--- config.mk ---
export PLATFORM = sky130hd
export DESIGN_NAME = pack_alloc
export DESIGN_NICKNAME = d
export VERILOG_FILES = /design/src/rtl/pack_alloc_pkg.sv /design/src/rtl/pack_alloc_ptr_ctr.sv /design/src/rtl/pack_alloc.sv
export SDC_FILE = /design/constraint.sdc
export NUM_CORES = 1
export LEC_CHECK = 0
export BUFFER_PORTS_ARGS = -buffer_cell sky130_fd_sc_hd__buf_2
export CELL_PAD_IN_SITES_DETAIL_PLACEMENT = 0
export CELL_PAD_IN_SITES_GLOBAL_PLACEMENT = 1
export CORE_AREA = 10 10 129 131
export CTS_BUF_LIST = sky130_fd_sc_hd__clkbuf_2
export DETAILED_ROUTE_END_ITERATION = 6
export DIE_AREA = 0 0 139 141
export PLACE_DENSITY_LB_ADDON = 0.05
export SKIP_LAST_GASP = 1
export SYNTH_ARGS = -nofsm -noshare
export SYNTH_HDL_FRONTEND = slang
export SYNTH_SLANG_ARGS = --single-unit
--- constraint.sdc ---
create_clock -name cpu_clk_i -period 5.8 [get_ports cpu_clk_i]
set_input_delay 0.87 -clock cpu_clk_i [delete_from_list [all_inputs] [get_ports cpu_clk_i]]
set_output_delay 0.87 -clock cpu_clk_i [all_outputs]
set_load 0.01 [all_outputs]
--- src/rtl/pack_alloc_pkg.sv ---
// Shared instruction-packet types and sizing for the pack allocator and the instruction RAM.
package pack_alloc_pkg;

    localparam int unsigned PACKS_DEF = 16;
    localparam int unsigned OPC_W     = 7;
    localparam int unsigned TYPE_W    = 6;
    localparam int unsigned IMM_W     = 32;
    localparam int unsigned DEST_W    = 6;

    typedef struct packed {
        logic [OPC_W-1:0]  opcode;
        logic [TYPE_W-1:0] ins_type;
        logic              imm;
        logic [IMM_W-1:0]  immediate;
        logic [DEST_W-1:0] dest;
    } ins_pkt_t;

    localparam int unsigned PKT_W = $bits(ins_pkt_t);

endpackage

--- src/rtl/pack_alloc_ptr_ctr.sv ---
// Modulo pointer with increment and synchronous clear; wraps naturally since DEPTH is a power of two.
module pack_ptr_ctr
    import pack_alloc_pkg::*;
#(
    parameter int unsigned DEPTH = PACKS_DEF
) (
    input  logic                     clk_i,
    input  logic                     rst_ni,
    input  logic                     clr_i,
    input  logic                     inc_i,
    output logic [$clog2(DEPTH)-1:0] ptr_o
);

    logic [$clog2(DEPTH)-1:0] ptr_q, ptr_d;

    always_comb begin
        ptr_d = ptr_q;
        if (clr_i)      ptr_d = '0;
        else if (inc_i) ptr_d = ptr_q + 1'b1;
    end

    always_ff @(posedge clk_i or negedge rst_ni) begin
        if (!rst_ni) ptr_q <= '0;
        else         ptr_q <= ptr_d;
    end

    assign ptr_o = ptr_q;

endmodule

--- src/rtl/pack_alloc.sv ---
// Allocates instruction-pack slots in a circular buffer and issues registered instruction-RAM writes.
module pack_alloc
    import pack_alloc_pkg::*;
#(
    parameter int unsigned PACKS = PACKS_DEF
) (
    input  logic                       cpu_clk_i,
    input  logic                       cpu_rstn_i,
    input  logic                       rn_valid_i,
    output logic                       rn_ready_o,
    input  logic                       rn_ins0_valid_i,
    input  logic                       rn_ins1_valid_i,
    input  logic [PKT_W-1:0]           rn_ins0_pkt_i,
    input  logic [PKT_W-1:0]           rn_ins1_pkt_i,
    output logic                       ins0_valid_o,
    output logic                       ins1_valid_o,
    output logic [PKT_W-1:0]           ins0_pkt_o,
    output logic [PKT_W-1:0]           ins1_pkt_o,
    output logic [$clog2(PACKS)-1:0]   pack_id_o,
    output logic [$clog2(PACKS):0]     rob_base_o,
    input  logic                       commit_i,
    input  logic                       flush_i,
    output logic [$clog2(PACKS):0]     count_o,
    output logic                       commit_err_o
);

    localparam int unsigned IW = $clog2(PACKS);
    localparam logic [IW:0] FULL = (IW+1)'(PACKS);

    logic [IW-1:0]    head_ptr, tail_ptr;
    logic [IW:0]      count_q, count_d;
    logic             v0_q, v0_d, v1_q, v1_d;
    logic [PKT_W-1:0] p0_q, p0_d, p1_q, p1_d;
    logic [IW-1:0]    id_q, id_d;
    logic             err_q, err_d;
    logic             accept, commit_ok;

    // Ready deliberately ignores commit_i: freeing a slot only takes effect next cycle.
    assign rn_ready_o = (count_q != FULL) & ~flush_i;
    assign accept     = rn_valid_i & rn_ready_o & (rn_ins0_valid_i | rn_ins1_valid_i);
    assign commit_ok  = commit_i & (count_q != '0) & ~flush_i;

    pack_ptr_ctr #(.DEPTH(PACKS)) u_head (
        .clk_i  (cpu_clk_i),
        .rst_ni (cpu_rstn_i),
        .clr_i  (flush_i),
        .inc_i  (commit_ok),
        .ptr_o  (head_ptr)
    );

    pack_ptr_ctr #(.DEPTH(PACKS)) u_tail (
        .clk_i  (cpu_clk_i),
        .rst_ni (cpu_rstn_i),
        .clr_i  (flush_i),
        .inc_i  (accept),
        .ptr_o  (tail_ptr)
    );

    always_comb begin
        count_d = count_q;
        v0_d    = 1'b0;
        v1_d    = 1'b0;
        p0_d    = p0_q;
        p1_d    = p1_q;
        id_d    = id_q;
        err_d   = err_q | (commit_i & (count_q == '0));
        if (flush_i) begin
            count_d = '0;
        end else begin
            if (accept && !commit_ok)      count_d = count_q + 1'b1;
            else if (!accept && commit_ok) count_d = count_q - 1'b1;
            if (accept) begin
                v0_d = rn_ins0_valid_i;
                v1_d = rn_ins1_valid_i;
                p0_d = rn_ins0_pkt_i;
                p1_d = rn_ins1_pkt_i;
                id_d = tail_ptr;
            end
        end
    end

    always_ff @(posedge cpu_clk_i or negedge cpu_rstn_i) begin
        if (!cpu_rstn_i) begin
            count_q <= '0;
            v0_q    <= 1'b0;
            v1_q    <= 1'b0;
            p0_q    <= '0;
            p1_q    <= '0;
            id_q    <= '0;
            err_q   <= 1'b0;
        end else begin
            count_q <= count_d;
            v0_q    <= v0_d;
            v1_q    <= v1_d;
            p0_q    <= p0_d;
            p1_q    <= p1_d;
            id_q    <= id_d;
            err_q   <= err_d;
        end
    end

    assign ins0_valid_o = v0_q;
    assign ins1_valid_o = v1_q;
    assign ins0_pkt_o   = p0_q;
    assign ins1_pkt_o   = p1_q;
    assign pack_id_o    = id_q;
    assign rob_base_o   = {id_q, 1'b0};
    assign count_o      = count_q;
    assign commit_err_o = err_q;

    // Occupancy must always match the pointer distance (modulo PACKS).
    ptr_consistent: assert property (@(posedge cpu_clk_i) disable iff (!cpu_rstn_i)
        IW'(tail_ptr - head_ptr) == count_q[IW-1:0]);

endmodule

==> results of run 1 <==
## sequential cells by signal, summed over array words and instances (netlist names)
signal        count
commit_err_o      1
count_o           5
ins0_pkt_o       52
ins0_valid_o      1
ins1_pkt_o       52
ins1_valid_o      1
pack_id_o         4
u_tail.ptr_o      4
## power breakdown
group          internal, W  switching [W]  total [W]  leakage [nW]
clock             0.000197       0.000301   0.000498         0.136
sequential         0.00105       0.000133    0.00118          1.50
combinational     0.000312       0.000442   0.000754          2.09
total              0.00155       0.000876    0.00243          3.73
## how the worst max path moves through the flow
stage	startpoint	end	slack [ps]	depth (start not counted)
2_1_floorplan	rn_ins1_valid_i	count_o[4]$_DFFE_PN0P_	2720	9
3_3_place_gp	rn_ins1_valid_i	count_o[0]$_DFFE_PN0P_	2580	6
3_5_place_dp	rn_ins1_valid_i	count_o[0]$_DFFE_PN0P_	2530	6
4_1_cts	count_o[0]$_DFFE_PN0P_	count_o[4]$_DFFE_PN0P_	2820	8
5_1_grt	count_o[0]$_DFFE_PN0P_	count_o[4]$_DFFE_PN0P_	2620	8
6_report	count_o[0]$_DFFE_PN0P_	count_o[4]$_DFFE_PN0P_	2830	8
## cell type report
cell class | instances | area, um2 | share of cell area
Inverter | 3 | 11.26 | 0.001792
Tap cell | 184 | 230.2 | 0.03665
Sequential cell | 120 | 3003 | 0.4780
Multi-Input combinational cell | 379 | 1653 | 0.2631
Timing Repair Buffer | 233 | 1174 | 0.1868
Clock inverter | 11 | 106.4 | 0.01693
Clock buffer | 21 | 105.1 | 0.01673
## worst max-delay path, stage by stage, from the launching register on
cell      delay [ps]
dfrtp_1          520
nor4_4           500
a21boi_1         250
nand2b_1         310
fa_1             450
a21o_1           200
a21o_1           210
a2111o_1         390
nand4_1           90
## metrics by stage
stage	util	worst slack [ps]	instances
floorplan	-	2722	533
global placement	0.4274	2585	919
detailed placement	0.4274	2530	919
CTS	0.4423	2816	951
global route	0.4423	2616	951
finish	0.4423	2830	951
## synthesized netlist by cell type, drive strengths merged (3+ instances only)
library cell,number,area [um2]
a21oi,6,30.03
buf,17,96.34
clkbuf,14,52.55
dfrtp,120,3003
ha,5,62.56
inv,3,11.26
mux2i,3,30.03
nand2,331,1242
nor2,3,11.26
o21ai,4,20.02
## cells by family after synthesis
family                   synth area share
adder cells (fa/ha/maj)           0.01718
buffers and inverters             0.03332
AO/OA/AOI/OAI                     0.02707
XOR/XNOR                         0.007029
other                           0.0007801
AND/OR/NAND/NOR                    0.2814
multiplexers                     0.008589
flip-flops                         0.6247
## layer usage
layer | share of wire | global-route usage | routed length [um] | vias up
li1 | - | - | - | 2078
met1 | 0.43 | 0.1774 | 6209 | 1900
met2 | 0.47 | 0.2231 | 6834 | 136
met3 | 0.087 | 0.06785 | 1264 | 12
met4 | 0.011 | 0.05107 | 166 | 0
met5 | 0 | 0 | 0 | -
==> impl_metrics.csv, run 1 <==
group,metric,value,unit
final_layout,finalInstanceArea,6282,um2
pwr,p_leak,3.730,nW
synth,synth_edf_count,0,
detailed_routing,wirelength,14.48,mm
synth,yosys_warnings,0,
final_layout,fillers,1518,
sta,final-hold-violation-count,0,
detailed_routing,routedWlPerCell,15.22,um
detailed_routing,dr_total_vias,4126,
detailed_routing,first_iter_violations,245,
sta,slew_headroom,0.1674,
floorplanning,io_pins,233,
grt,grt_max_degree,117,
synth,async_flop_share,1.000,
grt,grt_pass1_vias,4218,
place,gp_congestion,0.7677,
place,placed_area,6071,um2
clock_tree,htree_levels,4,
floorplanning,dieArea,19600,um2
sta,finalCriticalPeriod,2970,ps
clock_tree,postCtsHoldBufs,0,
clock_tree,ctsLongestPathBuffers,2,
synth,synth_ff_type,"dfrtp_1",
sta,setup_viol,0,
critical_path,required,6390,ps
sta,tightest_slew,1249,ps
sta,clock_skew,22.45,ps
clock_tree,clk_transition_reported_paths,180,ps
pwr,power.total,0.002430,W
synth,avgSynthCellArea,9.019,um2
sta,whs,279.0,ps
detailed_routing,ant_nets,0,
synth,netlist_area,4807,um2
synth,synth_seq_cells,120,
critical_path,r2r_end,"count_o[4]$_DFFE_PN0P_",
critical_path,critPathArrivalTime,3560,ps
floorplanning,core-area,14200,um2
critical_path,cp-end-kind,"register",
sta,setup-tns-final,0,ps
pwr,peakVddDrop,0.1338,mV
floorplanning,dieHeight,141,um
sta,period_share,0.5121,
final_layout,drive_gt1_frac,0.3481,
place,io_buffers,231,
sta,finalMaxSlewViolations,0,
detailed_routing,via_per_inst,4.339,
job,drv_cap,0,
floorplanning,fp-row-count,44,
detailed_routing,drt_first_pass_iters,4,
critical_path,critPathKind,"reg -> reg",
final_layout,final_cell_mix,"nand2_1, buf_2, dfrtp_1",
grt,track_usage,0.1459,
clock_tree,clock-sinks,120,
clock_tree,tritoncts,"done",
place,dpl.hpwl,10.17,mm
floorplanning,die_width,139,um
clock_tree,cts_resized,0,
hold_path,worst_hold_path_type,"in -> async",
clock_tree,cts_buffers,17,
grt,antenna_found_initial,0,
floorplanning,start_util,0.3384,
pwr,p_per_area,386.8,nW/um2
clock_tree,clock_latency,640,ps
detailed_routing,drc,0,
clock_tree,cts_root_buffer,"clkbuf_2",
grt,overflow,0,
critical_path,worstSetupStartpointType,"register",
sta,rsz0062_at_grt,"false",
critical_path,rr_worst_depth,8,
sta,max_freq,336.7,MHz
critical_path,r2r-start,"count_o[0]$_DFFE_PN0P_",
clock_tree,cts_setup_buffers,0,
final_layout,antenna_cells,0,
synth,syn_nets,650,
critical_path,r2r_slack,2830,ps
run_status,status,"completed",
synth,synth_cell_types,35,
grt,grt_first_pass_wirelength,23.02,mm
critical_path,crit_fanout,6,
synth,synth_cells,533,
final_layout,final_nets,871,
synth,yosysSeqAreaShare,0.6247,
final_layout,mostFrequentLayoutCell,"nand2_1",
final_layout,areaGrowthSynthToFinish,30.69,%
Note: power is estimated with default switching activity, not from simulation.
==> run 2, diff against run 1 <==
Settings changed: CORE_AREA 10 10 129 131 to 10 10 130 132, DIE_AREA 0 0 139 141 to 0 0 140 142.
Clock period 5.8 ns to 2.9 ns, I/O delays scaled along.
==> run 2 against run 1 <==
Net effect: combinational power rose by 120%; core utilization rose by 8.0 points; sequential cell count did not move; largest power group unchanged; maximum frequency rose by 11%; setup slack got worse by 2600 ps; register-to-register slack got worse by 2600 ps; cell area rose by 19%; final cell count rose by 12%; sequential share of layout area fell by 7.6 points; hold slack got worse by 42 ps; clock skew fell by 6.5 ps; routed wire length rose by 8.5%.
==> impl_metrics.csv, run 2 (same netlist as run 1, synthesis figures left out) <==
group,metric,value,unit
hold_path,worst_hold_path_type,"in -> async",
sta,period_share,0.9247,
detailed_routing,routedWlPerCell,14.74,um
floorplanning,dieHeight,142,um
pwr,combPwrFrac,0.327,
place,io_buffers,231,
grt,grt_max_degree,65,
pwr,p_leak,4.219,nW
critical_path,required,3530,ps
final_layout,drive_gt1_frac,0.3099,
grt,met3_usage,0.06375,
critical_path,critPathArrivalTime,3310,ps
final_layout,multiInputGateArea,1653,um2
sta,final-hold-violation-count,0,
place,gp_congestion,0.8184,
grt,grt_first_pass_wirelength,24.98,mm
grt,busiest_layer,"met2",
detailed_routing,drc,0,
critical_path,rr_worst_depth,8,
pwr,swShare,0.3578,
floorplanning,die_width,140,um
clock_tree,cts_setup_buffers,0,
sta,clock_skew,15.99,ps
clock_tree,clock-sinks,120,
critical_path,r2r_end,"count_o[4]$_DFFE_PN0P_",
sta,tightest_slew,653.9,ps
pwr,p_int,0.003297,W
pwr,clockPowerShare,0.216,
critical_path,crit_start,"count_o[1]$_DFFE_PN0P_",
pwr,p_per_area,687.2,nW/um2
detailed_routing,dr_total_vias,4586,
pwr,power.total,0.005133,W
floorplanning,start_util,0.3358,
grt,grt_use_met2,0.2460,
final_layout,finish.utilization,0.5219,
pwr,pwr-share-seq,0.458,
sta,finalMaxSlewViolations,0,
critical_path,worstSetupStartpointType,"register",
critical_path,r2r-start,"count_o[1]$_DFFE_PN0P_",
detailed_routing,first_iter_violations,154,
clock_tree,postCtsHoldBufs,109,
final_layout,regArea,3003,um2
final_layout,fillers,1330,
job,drv_cap,0,
pwr,peakVddDrop,0.3847,mV
clock_tree,cts_buffers,17,
sta,slew_headroom,0.5641,
floorplanning,core-area,14310,um2
clock_tree,cts_root_buffer,"clkbuf_2",
sta,setup-tns-final,0,ps
critical_path,r2r_slack,220,ps
clock_tree,ctsLongestPathBuffers,2,
pwr,switching_power,0.001837,W
sta,rsz0062_at_grt,"false",
critical_path,critPathKind,"reg -> reg",
detailed_routing,ant_nets,0,
sta,finalCriticalPeriod,2682,ps
clock_tree,htree_levels,4,
floorplanning,fp-row-count,44,
detailed_routing,via_per_inst,4.306,
final_layout,mostFrequentLayoutCell,"nand2_1",
place,dp.cells,924,
final_layout,final_cell_count_no_fill,1065,
sta,setup_viol,0,
grt,antenna_found_initial,0,
place,dpl.hpwl,10.73,mm
final_layout,final_cell_mix,"nand2_1, buf_2, dfrtp_1",
sta,max_freq,372.9,MHz
clock_tree,cts_resized,0,
run_status,status,"completed",
detailed_routing,drt_first_pass_iters,4,
clock_tree,tritoncts,"done",
critical_path,cp-end-kind,"register",
critical_path,cp-endpoint,"count_o[4]$_DFFE_PN0P_",
grt,use_met1,0.1830,
final_layout,final_nets,985,
final_layout,antenna_cells,0,
grt,grt_pass1_vias,4808,
detailed_routing,wirelength,15.70,mm
clock_tree,clock_latency,670,ps
floorplanning,dieArea,19880,um2
final_layout,areaGrowthSynthToFinish,55.39,%
grt,track_usage,0.1550,
critical_path,crit_fanout,5,
grt,overflow,0,
clock_tree,clk_transition_reported_paths,180,ps
floorplanning,io_pins,233,
-- run 2: layout make-up --
class,instances,area share
clock inverters,15,0.02144
multi-input cells,379,0.2213
inverters,3,0.001508
well taps,184,0.03082
clock buffers,17,0.01139
repair buffers,347,0.3116
flip-flops and latches,120,0.4020
-- run 2: metal layers --
metal | vias to the layer above | part of all wire
li1 | 2300 | -
met1 | 2101 | 0.42
met2 | 162 | 0.48
met3 | 23 | 0.079
met4 | 0 | 0.023
met5 | - | 0
-- run 2: worst max-delay path, cell delays in order, from the launching register on --
cell	delay (ps)
dfrtp_1	500
nor4_4	340
a21boi_1	200
nand2b_1	280
fa_1	440
a21o_1	190
a21o_1	210
a2111o_1	390
nand4_1	90
-- run 2: worst min-delay path by stage --
stage	startpoint	to	cells past startpoint
after floorplan	cpu_rstn_i	commit_err_o$_DFF_PN0_	0
after global placement	cpu_rstn_i	ins1_pkt_o[17]$_DFFE_PN0P_	1
after detailed placement	cpu_rstn_i	ins1_pkt_o[17]$_DFFE_PN0P_	1
after CTS	cpu_rstn_i	u_tail.ptr_o[1]$_DFFE_PN0P_	2
after global routing	cpu_rstn_i	u_tail.ptr_o[1]$_DFFE_PN0P_	2
final	cpu_rstn_i	ins1_pkt_o[17]$_DFFE_PN0P_	2
-- run 2: power by group through the flow --
stage	logic (W)	clock network [W]	registers (W)
6_report	0.00168	0.00111	0.00235
5_1_grt	0.00188	0.00124	0.00241
4_1_cts	0.00171	0.00117	0.00235
3_3_place_gp	0.00157	0	0.00236
2_1_floorplan	0.000596	0	0.00258
3_5_place_dp	0.00159	0	0.00238
-- run 2: per-stage QoR --
stage,area [um2],hold WS (ps),setup WS [ps]
after floorplan,4807,139.4,230.1
after global placement,6133,444.4,334.3
after detailed placement,6133,443.9,241.6
after CTS,7470,151.2,218.2
after global routing,7470,173.8,50.94
final,7470,236.8,218.2
